[config.mk]
export PLATFORM = sky130hd
export DESIGN_NAME = alu_scan_display
export DESIGN_NICKNAME = d
export VERILOG_FILES = /design/src/rtl/alu_scan_display.sv
export SDC_FILE = /design/constraint.sdc
export NUM_CORES = 1
export LEC_CHECK = 0
export ABC_AREA = 1
export BUFFER_PORTS_ARGS = -buffer_cell sky130_fd_sc_hd__buf_2
export CORE_MARGIN = 8
export CORE_UTILIZATION = 40
export DETAILED_ROUTE_END_ITERATION = 10
export SKIP_CTS_REPAIR_TIMING = 1
export SYNTH_ARGS = -nofsm -noshare
export SYNTH_HDL_FRONTEND = slang
export SYNTH_SLANG_ARGS = --single-unit
export TNS_END_PERCENT = 5
[constraint.sdc]
create_clock -name clk -period 2 [get_ports clk]
set_clock_uncertainty 0.1 [all_clocks]
set_input_delay 0.1 -clock clk [delete_from_list [all_inputs] [get_ports clk]]
set_output_delay 0.1 -clock clk [all_outputs]
set_load 0.1 [all_outputs]
[src/rtl/alu_scan_display.sv]
// rtl/alu_scan_display.sv - registered ALU with synchronised load strobe and scanned hex 7-segment readout
module alu_scan_display #(
    parameter int WIDTH        = 8,
    parameter int DIG_BITS     = 3,
    parameter int REFRESH_BITS = 17,
    parameter int LZB          = 1
) (
    input  logic                     clk,
    input  logic                     clr,
    input  logic [WIDTH-1:0]         a,
    input  logic [WIDTH-1:0]         b,
    input  logic [2:0]               f,
    input  logic                     ld,
    output logic [WIDTH:0]           r,
    output logic                     zero,
    output logic                     ovf,
    output logic                     done,
    output logic [6:0]               a_to_g,
    output logic [2**DIG_BITS-1:0]   an,
    output logic                     dp
);
    localparam int NDIG = 2**DIG_BITS;
    localparam int USED = (WIDTH + 4) / 4;
    localparam int PW   = 4 * USED;
    localparam int CW   = REFRESH_BITS + DIG_BITS;

    logic             ld_s1_q, ld_s2_q, ld_prev_q, pend_q;
    logic [WIDTH-1:0] a_q, b_q;
    logic [2:0]       f_q;
    logic [WIDTH:0]   r_q, r_d;
    logic             zero_q, ovf_q, ovf_d, done_q;
    logic [CW-1:0]    cnt_q;
    logic [6:0]       seg_q, seg_d;
    logic [NDIG-1:0]  an_q, an_d;
    logic             dp_q, dp_d;
    logic             ld_edge;

    assign ld_edge = ld_s2_q & ~ld_prev_q;

    always_ff @(posedge clk or posedge clr) begin
        if (clr) begin
            ld_s1_q   <= 1'b0;
            ld_s2_q   <= 1'b0;
            ld_prev_q <= 1'b0;
            pend_q    <= 1'b0;
            a_q       <= '0;
            b_q       <= '0;
            f_q       <= '0;
            r_q       <= '0;
            zero_q    <= 1'b0;
            ovf_q     <= 1'b0;
            done_q    <= 1'b0;
        end else begin
            ld_s1_q   <= ld;
            ld_s2_q   <= ld_s1_q;
            ld_prev_q <= ld_s2_q;
            // Capture and result stages are independent so back-to-back edges are never merged
            pend_q    <= ld_edge;
            if (ld_edge) begin
                a_q <= a;
                b_q <= b;
                f_q <= f;
            end
            done_q <= pend_q;
            if (pend_q) begin
                r_q    <= r_d;
                zero_q <= (r_d == '0);
                ovf_q  <= ovf_d;
            end
        end
    end

    always_comb begin
        logic [WIDTH:0] ax, bx;
        ax    = {1'b0, a_q};
        bx    = {1'b0, b_q};
        r_d   = '0;
        ovf_d = 1'b0;
        case (f_q)
            3'b000: r_d = ax & bx;
            3'b001: r_d = ax | bx;
            3'b010: begin
                r_d   = ax + bx;
                ovf_d = (a_q[WIDTH-1] == b_q[WIDTH-1]) && (r_d[WIDTH-1] != a_q[WIDTH-1]);
            end
            3'b011: begin
                r_d   = ax - bx;
                ovf_d = (a_q[WIDTH-1] != b_q[WIDTH-1]) && (r_d[WIDTH-1] != a_q[WIDTH-1]);
            end
            3'b100: r_d = ax ^ bx;
            3'b101: r_d = {1'b0, ~a_q};
            3'b110: r_d = {{WIDTH{1'b0}}, ($signed(a_q) < $signed(b_q))};
            default: r_d = bx;
        endcase
    end

    function automatic logic [6:0] hex_font(input logic [3:0] v);
        case (v)
            4'h0: hex_font = 7'h01;  4'h1: hex_font = 7'h4F;
            4'h2: hex_font = 7'h12;  4'h3: hex_font = 7'h06;
            4'h4: hex_font = 7'h4C;  4'h5: hex_font = 7'h24;
            4'h6: hex_font = 7'h20;  4'h7: hex_font = 7'h0F;
            4'h8: hex_font = 7'h00;  4'h9: hex_font = 7'h04;
            4'hA: hex_font = 7'h08;  4'hB: hex_font = 7'h60;
            4'hC: hex_font = 7'h31;  4'hD: hex_font = 7'h42;
            4'hE: hex_font = 7'h30;  default: hex_font = 7'h38;
        endcase
    endfunction

    always_comb begin
        logic [DIG_BITS-1:0] idx;
        logic [PW-1:0]       r_pad;
        logic [3:0]          nib;
        logic                on;
        int                  msd;
        idx   = cnt_q[CW-1 -: DIG_BITS];
        r_pad = PW'(r_q);
        nib   = 4'h0;
        msd   = 0;
        for (int k = 0; k < USED; k++) begin
            if (r_pad[4*k +: 4] != 4'h0) msd = k;
            if (int'(idx) == k) nib = r_pad[4*k +: 4];
        end
        // Digit 0 is always lit; higher digits obey leading-zero blanking
        on    = (int'(idx) < USED) && ((LZB == 0) || (int'(idx) <= msd));
        an_d  = on ? ~(NDIG'(1) << idx) : '1;
        seg_d = on ? hex_font(nib) : 7'h7F;
        dp_d  = ~(on && (idx == '0) && ovf_q);
    end

    always_ff @(posedge clk or posedge clr) begin
        if (clr) begin
            cnt_q <= '0;
            seg_q <= 7'h7F;
            an_q  <= '1;
            dp_q  <= 1'b1;
        end else begin
            cnt_q <= cnt_q + 1'b1;
            seg_q <= seg_d;
            an_q  <= an_d;
            dp_q  <= dp_d;
        end
    end

    assign r      = r_q;
    assign zero   = zero_q;
    assign ovf    = ovf_q;
    assign done   = done_q;
    assign a_to_g = seg_q;
    assign an     = an_q;
    assign dp     = dp_q;
endmodule

==> metrics <==
outcome finished, violations left; failing checks negative setup slack; Vias/cell between 4 and 5; Seq. cell area 1805 µm²; Core Box Area approximately 11000 µm²; RSZ-0062 raised after global routing true; critical path class register to register; layout cells sized above 1 0.3046; Std-Cell Rows 38; final hold viol count 0; Clock Tree Root clkbuf_8; max incr delay on CP 410 ps; CP max FO 2; diode count 0; fin nets roughly 800; Port-buffer cells slightly below 50; number of CTS-inserted buffers 9; Leak Pwr 3.144 nW; HPWL Detailed around 9500 µm; antenna violations before repair 0; CTS H-tree lvls 3; die width roughly 120 µm; final setup margin -186.8 ps; Startpoint Class register; top-area cell type share of the netlist area 0.3147; Main synth FF type dfrtp_1; most frequent cell after synthesis nand2_1; Yosys reg bits 71; DR pass1 iterations 4; Synth area leaders dfrtp_1 31%, nand2_1 13%, ha_1 10%, dfstp_2 9.6%, inv_1 6.8%; final worst-path cycle share 1.093; global-route usage over all layers 0.1735; DR iter-0 viols around 240; clock sinks 71; Bufs on Longest Clock Path 2; CTS clk-pin slew, worst paths around 80 ps; Max Cap Viol 0; Final min period around 2200 ps; CP arrival around 2400 ps; post-synthesis cell type count 33; Min Hold Slack between 150 and 200 ps; Seq/Total Area, Yosys 0.4109; Post-synth EDFFs 0; largest net degree at the start of global routing 56; CP cell instances ha_2 > fa_2 > or2_4 > nand3_2 > nand2_2 > nor2_2 > nand3_2 > nor2_2 > nand3_1 > nor2_1 > nand2_1 > nand2_1; area grow syn2layout 38.88%; Synth Instances between 500 and 600; HP Class input pin to asynchronous set/reset pin; WP data required 2210 ps; Ys Warns 0; DRC Markers 0; Initial Util 0.4070; Detail Route Antenna Nets 0; drt wl/cell around 14 µm; Clock Latency Late Sink about 370 ps; post-synthesis adder-cell area fraction 0.1122; Filler cells ~1.0k; Synth Area in Simple Gates 0.2704; CP max-delay cell dfrtp_1; Ports 50; multi-input gate area in the final layout about 2400 µm²; Synth Area in Compound Gates 0.08755; routability cong. roughly 0.91; Slew Viols, Final 0; Routed WL approximately 13000 µm; first-pass GRT wire length slightly below 20000 µm; mux contribution to synthesized area 0; Cell Area, Synth 4373 µm²; cell taking the most area after synthesis dfrtp_1; xor/xnor cell area share of the yosys netlist 0.03805; Max Clk Rate ~0.46 GHz; CTS tree yes; vias in the first global route between 4k and 5k; FFs w/ async S/R, synth 1.000; Post-Route Setup TNS -268.0 ps; # setup viols final 4; crit end category register; die height 120.6 µm; Vias 4223; VDD IR max slightly above 1 mV; top post-synthesis cells by count 155 x nand2_1, 79 x inv_1, 55 x dfrtp_1; largest family of logic cells by synthesized area simple AND/OR/NAND/NOR gates; Die ar. ~15000 µm²; PD cells ~1100 nW/µm²; Mapped Avg Cell Area 7.645 µm²; GRT Residual Overflow 0
-- metal layers --
layer / vias to the layer above / GRT usage / part of all wire / wire length (µm)
met2: 74 / 0.2911 / 0.48 / 6034
met4: 0 / 0.07963 / 0.026 / 321
met3: 24 / 0.03403 / 0.036 / 453
li1: 2144 / - / - / -
met5: - / 0 / 0 / 0
met1: 1981 / 0.2110 / 0.46 / 5721
-- logic make-up after synthesis --
kind of cell | Yosys count
AND/OR/NAND/NOR | 280
buffers and inverters | 92
AO/OA/AOI/OAI | 71
flip-flops | 71
adder cells (fa/ha/maj) | 38
XOR/XNOR | 19
other | 1
-- layout make-up --
cell class,instances,area share
clock buffer,10,0.02101
clock inverter,6,0.01401
inverter,82,0.05130
multi-input combinational,413,0.3966
sequential,71,0.2973
tap,140,0.02884
timing repair buffer,160,0.1910
-- sequential cells by signal, summed over array words and instances, names as in the netlist, 3 cells and up --
signal and count:
a_to_g 7, f_q 3, an 8, cnt_q 20, r 9, b_q 8, a_q 8
-- path summary, 6_finish.rpt --
path	from	endpoint	slack (ps)	cells after the start
setup / recovery	b_q[0]$_DFFE_PP0P_	zero$_DFFE_PP0P_	-190	12
hold / removal	clr	ld_s1_q$_DFF_PP0_	190	3
setup reg to reg	b_q[0]$_DFFE_PP0P_	zero$_DFFE_PP0P_	-190	12
hold reg to reg	ld_s1_q$_DFF_PP0_	ld_s2_q$_DFF_PP0_	260	0
max in group asynchronous	clr	an[0]$_DFF_PP1_	930	4
min in group clk	ld_s1_q$_DFF_PP0_	ld_s2_q$_DFF_PP0_	260	0
-- cells in the final DEF (no fill, tap or decap), types with 6 or more instances in the layout --
cell type,synthesis,routed
xor2_1,12,12
inv_1,79,76
dfrtp_2,0,7
clkbuf_8,0,9
o21ai_0,41,37
dfrtp_1,55,48
nor2_1,47,40
nor2_2,2,9
nand2_2,0,8
nand2_1,155,147
nor3_1,8,6
buf_4,0,87
ha_1,36,30
xnor2_1,7,7
nand3_1,52,45
nand4_1,7,7
a21oi_1,19,17
nand3_2,0,7
dlygate4sd3_1,0,21
buf_2,4,49
dfstp_2,16,16
-- worst max-delay path: cells and delay by family, from the launching register on --
| family | cells | cell delay, ps |
|---|---|---|
| AND/OR/NAND/NOR | 10 | 1000 |
| flip-flops | 1 | 410 |
| adder cells (fa/ha/maj) | 2 | 630 |
-- report_power, final --
group	switching [W]	internal, W
Clock	0.000578	0.000700
Combinational	0.00230	0.00100
Sequential	0.000113	0.00171
Total	0.00299	0.00341
-- metrics by stage --
step                  util  instances  setup slack, ps  total power (W)  area (µm²)
finish              0.5652        882           -186.8         0.006400        6073
global route        0.5652        882           -297.1         0.006777        6073
CTS                 0.5289        859           -198.6         0.006275        5683
detailed placement  0.5091        843           -167.9         0.004967        5470
global placement    0.5091        843           -174.9         0.004941        5470
floorplan                -        576           -112.8         0.004019        4404
(Power assumes the default switching activity.)
